--- src/rtl/bsg_flow_throttle.sv ---
// bsg_flow_throttle: hysteresis admission control (clk_i, reset_n_i, count_i, v_i -> ready_o, enque_o; clear_stall_i -> stall_count_o; error_o sticky on count_i > els_p)
module bsg_flow_throttle #(
  parameter int els_p = 64,
  parameter int hi_mark_p = 56,
  parameter int lo_mark_p = 32,
  parameter int stall_width_p = 16,
  localparam int count_width_lp = $clog2(els_p+1)
) (
  input  logic                      clk_i,
  input  logic                      reset_n_i,
  input  logic [count_width_lp-1:0] count_i,
  input  logic                      v_i,
  output logic                      ready_o,
  output logic                      enque_o,
  input  logic                      clear_stall_i,
  output logic [stall_width_p-1:0]  stall_count_o,
  output logic                      error_o
);
  if (!(lo_mark_p >= 0 && lo_mark_p < hi_mark_p && hi_mark_p <= els_p)) begin : g_bad_params
    $error("bsg_flow_throttle: illegal watermark parameters");
  end
  typedef enum logic {OPEN, THROTTLED} state_e;
  state_e state_r, state_n;
  logic [count_width_lp:0] proj;
  logic over;
  assign over = int'(count_i) > els_p;
  assign ready_o = (state_r == OPEN) & (int'(count_i) < els_p);
  assign enque_o = v_i & ready_o;
  assign proj = {1'b0, count_i} + {{count_width_lp{1'b0}}, enque_o};
  always_comb begin
    state_n = (error_o | over) ? THROTTLED
            : (state_r == OPEN) ? ((int'(proj) >= hi_mark_p) ? THROTTLED : OPEN)
            : ((int'(count_i) <= lo_mark_p) ? OPEN : THROTTLED);
  end
  always_ff @(posedge clk_i or negedge reset_n_i) begin
    if (!reset_n_i) state_r <= OPEN;
    else state_r <= state_n;
  end
  always_ff @(posedge clk_i or negedge reset_n_i) begin
    if (!reset_n_i) begin
      stall_count_o <= '0;
      error_o <= 1'b0;
    end else begin
      error_o <= error_o | over;
      stall_count_o <= clear_stall_i ? '0
                     : (v_i & ~ready_o & ~&stall_count_o) ? stall_count_o + stall_width_p'(1)
                     : stall_count_o;
    end
  end
endmodule

--- config.mk ---
export PLATFORM = sky130hd
export DESIGN_NAME = bsg_flow_throttle
export DESIGN_NICKNAME = d
export VERILOG_FILES = /design/src/rtl/bsg_flow_throttle.sv
export SDC_FILE = /design/constraint.sdc
export NUM_CORES = 1
export LEC_CHECK = 0
export BUFFER_PORTS_ARGS = -buffer_cell sky130_fd_sc_hd__clkbuf_2
export CAP_MARGIN = 20
export CORE_MARGIN = 8
export CORE_UTILIZATION = 55
export DETAILED_ROUTE_END_ITERATION = 12
export PLACE_DENSITY_LB_ADDON = 0.1
export SETUP_SLACK_MARGIN = 0.5
export SYNTH_ARGS = -nofsm -noshare
export SYNTH_HDL_FRONTEND = slang
export SYNTH_SLANG_ARGS = --single-unit
--- constraint.sdc ---
create_clock -name clk_i -period 4.3 [get_ports clk_i]
set_input_delay 0.86 -clock clk_i [delete_from_list [all_inputs] [get_ports clk_i]]
set_output_delay 0.86 -clock clk_i [all_outputs]
set_load 0.05 [all_outputs]
# --- Word level (Yosys, flattened, before mapping) ---
# Cells that the tools add are included.
totals:
  reg_bits: 18
  latch_bits: 0
  mem_bits_rw: 0
  romBits: 0
  inputBits: 11
  output_inout_bits: 19
  word_cells: 25
  n_memories: 0
op_classes:
  n_addsub: 2
  multipliers: 0
  div_mod_pow: 0
  n_lt_le_gt_ge: 4
  n_eq_ne: 0
  shift: 0
  mux: 6
  bitwise: 7
  reduce_logical: 3
ops:
  columns: ["cell", "count"]
  rows:
  - ["$mux 16", 2]
  - ["$add 16x1->16 const B", 1]
  - ["$reduce_and 16->1", 1]
  - ["$add 7x1->8", 1]
  - ["$ge 8x6->1 const B", 1]
  - ["$gt 7x7->1 const B", 1]
  - ["$le 7x6->1 const B", 1]
  - ["$lt 7x7->1 const B", 1]
  - ["$and 1x1->1", 4]
  - ["$mux 1", 4]
  - ["$not 1->1", 2]
  - ["$reduce_bool 2->1", 1]
  - ["$logic_not 1->1", 1]
  - ["$or 1x1->1", 1]

# --- Logic depth before layout (Yosys ltp) ---
depth:
  word_depth: 8
  depth_mapped: 8

# --- Least setup slack after synthesis ---
# No wires, ideal clock.
synth_timing:
  kind: "in2reg"
  from: "input count_i[6]"
  to: "register state_r"
  setup_ps: 124
  arrival_ps: 3119
  required_time_ps: 4176
  path_slack_ps: 1057
  path_stages: 8
  cell_sequence: "nor2_1 > and2_1 > ha_1 > mux2i_1 > nor4b_1 > nor3_1 > nor3_1 > a211o_1"
synth_via:
  elab_chain_len: 8
  elab_cells_between_ends: 12
  classes_between: "add/sub: 1; order compare: 4; mux: 4; bitwise: 3"
synth_lines:
  columns: ["element", "line_no", "rtl"]
  rows:
  - ["start: declaration", "11", "input logic [count_width_lp-1:0] count_i,"]
  - ["$lt 7x7->1", "27", "assign ready_o = (state_r == OPEN) & (int'(count_i) < els_p);"]
  - ["$and 1x1->1", "27", null]
  - ["$and 1x1->1", "28", "assign enque_o = v_i & ready_o;"]
  - ["via enque_o", "14", "output logic enque_o,"]
  - ["$add 7x1->8", "29", "assign proj = {1'b0, count_i} + {{count_width_lp{1'b0}}, enque_o};"]
  - ["$ge 8x6->1", "32", ": (state_r == OPEN) ? ((int'(proj) >= hi_mark_p) ? THROTTLED : OPEN)"]
  - ["$mux 1 (2 in a row)", "32", null]
  - ["$mux 1", "31", "state_n = (error_o | over) ? THROTTLED"]
  - ["via state_n", "23", "state_e state_r, state_n;"]
  - ["end signal: assignment", "37", "else state_r <= state_n;"]
  - ["end: declaration", "23", null]
# The timed path passes the listed nets, and every way through them passes these cells.
# A chain may end at the register's enable or synchronous reset.

# --- Worst setup path in the final report ---
layout_timing:
  from: "input count_i[6]"
  to: "output enque_o"
layout_via:
  elab_chain_len: 3
layout_lines:
  columns: ["element", "line_no"]
  rows:
  - ["$lt 7x7->1", "27"]
  - ["$and 1x1->1", "27"]
  - ["$and 1x1->1", "28"]
  - ["end: declaration", "14"]
# No other way between the ends.

==> impl_metrics.py <==
metrics = {
    "yosys": {
        "yosysWarningCount": 0,
        "synthTopCellsByArea": "dfrtp_1 40%, nor2_1 6.4%, xor2_1 6.3%, ha_1 3.4%, o21ai_0 3.1%",
        "yosys.area.top_type": "dfrtp_1",
        "synth-seq-cells": 18,
        "synth.most_common_cell": "nor2_1",
        "async_flop_share_pct": 100,
        "synth_common_cells": "19 x nor2_1, 18 x dfrtp_1, 9 x nand2_1, 8 x xor2_1, 7 x o21ai_0",
        "synth-edff-count": 0,
        "synth_ff_type": "dfrtp_1",
        "ys_seq_area_share_pct": 40.4,
        "synthCells": 120,
        "synth_area_um2": 1110,
        "ys_types": 37,
        "synth.avg_cell_area_um2": 9.29,
        "synth_top_cell_area_share_pct": 40.4,
        "syn-num-nets": 134,
    },
    "sta": {
        "hold_viol_final": 0,
        "layout_setup_ws_ns": 1.83,
        "worstMarginPinSlew_ns": 0.451,
        "fmax_ghz": 0.406,
        "skew_ns": 0.00437,
        "setup_tns_ns": 0,
        "slew_headroom_pct": 69.9,
        "period_minus_slack_ns": 2.47,
        "final-max-slew-violation-count": 0,
        "fin_crit_sh_pct": 57.3,
        "setup_viol": 0,
        "rsz0062_at_grt": "no",
        "whs_ns": 0.483,
    },
    "finish": {
        "diodes": 0,
        "layoutNonFillerInstCount": 177,
        "final_layout_size_suffix_gt1_share_pct": 27.3,
        "syn_to_final_growth_pct": 18.0,
        "finalNetCount": 165,
        "fillCellCount": 159,
        "fin_util_pct": 67.7,
    },
    "die": {
        "die_y_um": 61.0,
        "initial_core_util_pct": 57.4,
        "io_pins": 30,
        "core_um2": 1940,
        "die_area_um2": 3720,
        "fp.dieW_um": 61.0,
        "rows": 16,
    },
    "setup_path": {
        "r2r_slack_ns": 2.26,
        "cp.required_ns": 3.44,
        "cp-start-kind": "primary input",
        "reg2regPathDepth": 6,
        "crit_type": "primary input to output port",
        "critPathMaxFanout": 7,
        "arrival_ns": 1.61,
        "cp-end-kind": "output port",
    },
    "place": {
        "placed_cells": 173,
        "dpl.hpwl_um": 1950,
        "place_ws_ns": 1.83,
        "io_buffers": 29,
        "routabilityCongestion": 0.809,
    },
    "global_route": {
        "antenna_found_initial": 0,
        "grt_max_degree": 19,
        "grt_use_total_pct": 15.6,
        "first_global_vias": 1002,
        "overflow": 0,
        "grt_pass1_wl_um": 4400,
    },
    "route": {
        "dr.first_iter.drc_count": 34,
        "post_drt_wl_per_cell_um": 14.0,
        "vias_per_cell": 5.50,
        "drt-total-wl_um": 2490,
        "first_pass_iters": 4,
        "drcViolationCount": 0,
        "via_count": 973,
        "antenna_left": 0,
    },
    "power_and_ir_drop": {
        "p_per_area_nw_per_um2": 238,
        "leakage_nw": 0.580,
        "vdd_drop_max_mv": 0.187,
    },
    "clock_network": {
        "cts_tree": "built",
        "cts_max_level": 1,
        "clkLatencyLatePin_ns": 0.30,
        "ctsHoldBuffers": 0,
        "cts_inserted_buffers": 3,
        "cts.path.max_buffers": 2,
        "post_cts_buffers": 0,
        "cts_resized": 0,
        "cts.sinks": 18,
        "cts_root_buf": "clkbuf_4",
        "path_clk_slew_ns": 0.10,
    },
    "job": {
        "maxCapViolCount": 0,
    },
    "worst_hold_path": {
        "hold_class": "primary input to asynchronous set/reset pin",
    },
    "outcome": {
        "outcome": "completed",
    },
}
power by group:
part           internal [mW]  leakage, nW  switching, mW
Clock                 0.0517       0.0210         0.0539
Sequential             0.171        0.240        0.00291
Combinational        0.00980        0.319         0.0232
worst paths after layout:
| kind | from | end |
|---|---|---|
| worst min-delay path | reset_n_i | stall_count_o[13] |
| max in group asynchronous | reset_n_i | stall_count_o[1] |
| worst max register to register | stall_count_o[0] | stall_count_o[7] |
| worst min register to register | error_o | error_o |
| worst max-delay path | count_i[6] | enque_o |
| min in group clk_i | error_o | error_o |
state kept, by name (all words and copies together), names as in the netlist:
register       count
error_o            1
state_r            1
stall_count_o     16
stage by stage:
step / area [µm²] / total power [mW]
2_1_floorplan: 1110 / 0.195
3_3_place_gp: 1280 / 0.209
3_5_place_dp: 1280 / 0.211
4_1_cts: 1320 / 0.316
5_1_grt: 1320 / 0.326
6_report: 1320 / 0.313
layout make-up:
class / instances / area, µm² / share of cell area, %
inverter: 1 / 3.75 / 0.285
timing repair buffer: 29 / 145 / 11.0
tap: 27 / 33.8 / 2.57
clock buffer: 4 / 36.3 / 2.76
sequential: 18 / 450 / 34.3
multi-input combinational: 98 / 646 / 49.1
logic make-up (layout without fill, tap and decap cells):
logic type | count (synthesis) | after routing | share of synthesized area, %
flops | 18 | 18 | 40.4
simple gates | 63 | 63 | 33.4
compound gates | 18 | 18 | 9.88
buf+inv | 4 | 34 | 1.68
fa+ha+maj | 3 | 3 | 3.37
mux | 2 | 2 | 1.80
xor+xnor | 12 | 12 | 9.43
cells in the final DEF (no fill, tap or decap), drive strengths merged, types with 2 or more instances in the layout:
cell type / count
nor4b: 5
xor2: 8
nand2: 9
nor3: 6
xnor2: 4
mux2i: 2
ha: 3
nand4: 3
clkbuf: 33
and4: 3
o21ai: 10
nor4: 2
nor2: 19
or3: 2
dfrtp: 18
and3: 3
a21oi: 2
nand3: 7
worst max-delay path, cell delays in order:
cell and delay (ns):
clkbuf_2 0.13, nor2_1 0.13, and2_1 0.18, clkbuf_2 0.29
metal layers:
metal | up-vias | share of wire [%] | GRT usage, %
met1 | 447 | 42 | 18.2
met2 | 31 | 49 | 27.0
met5 | - | 0 | 0
met3 | 5 | 7.1 | 2.92
li1 | 490 | - | -
met4 | 0 | 1.9 | 6.98
No activity file was read; power rests on OpenSTA's default activity.
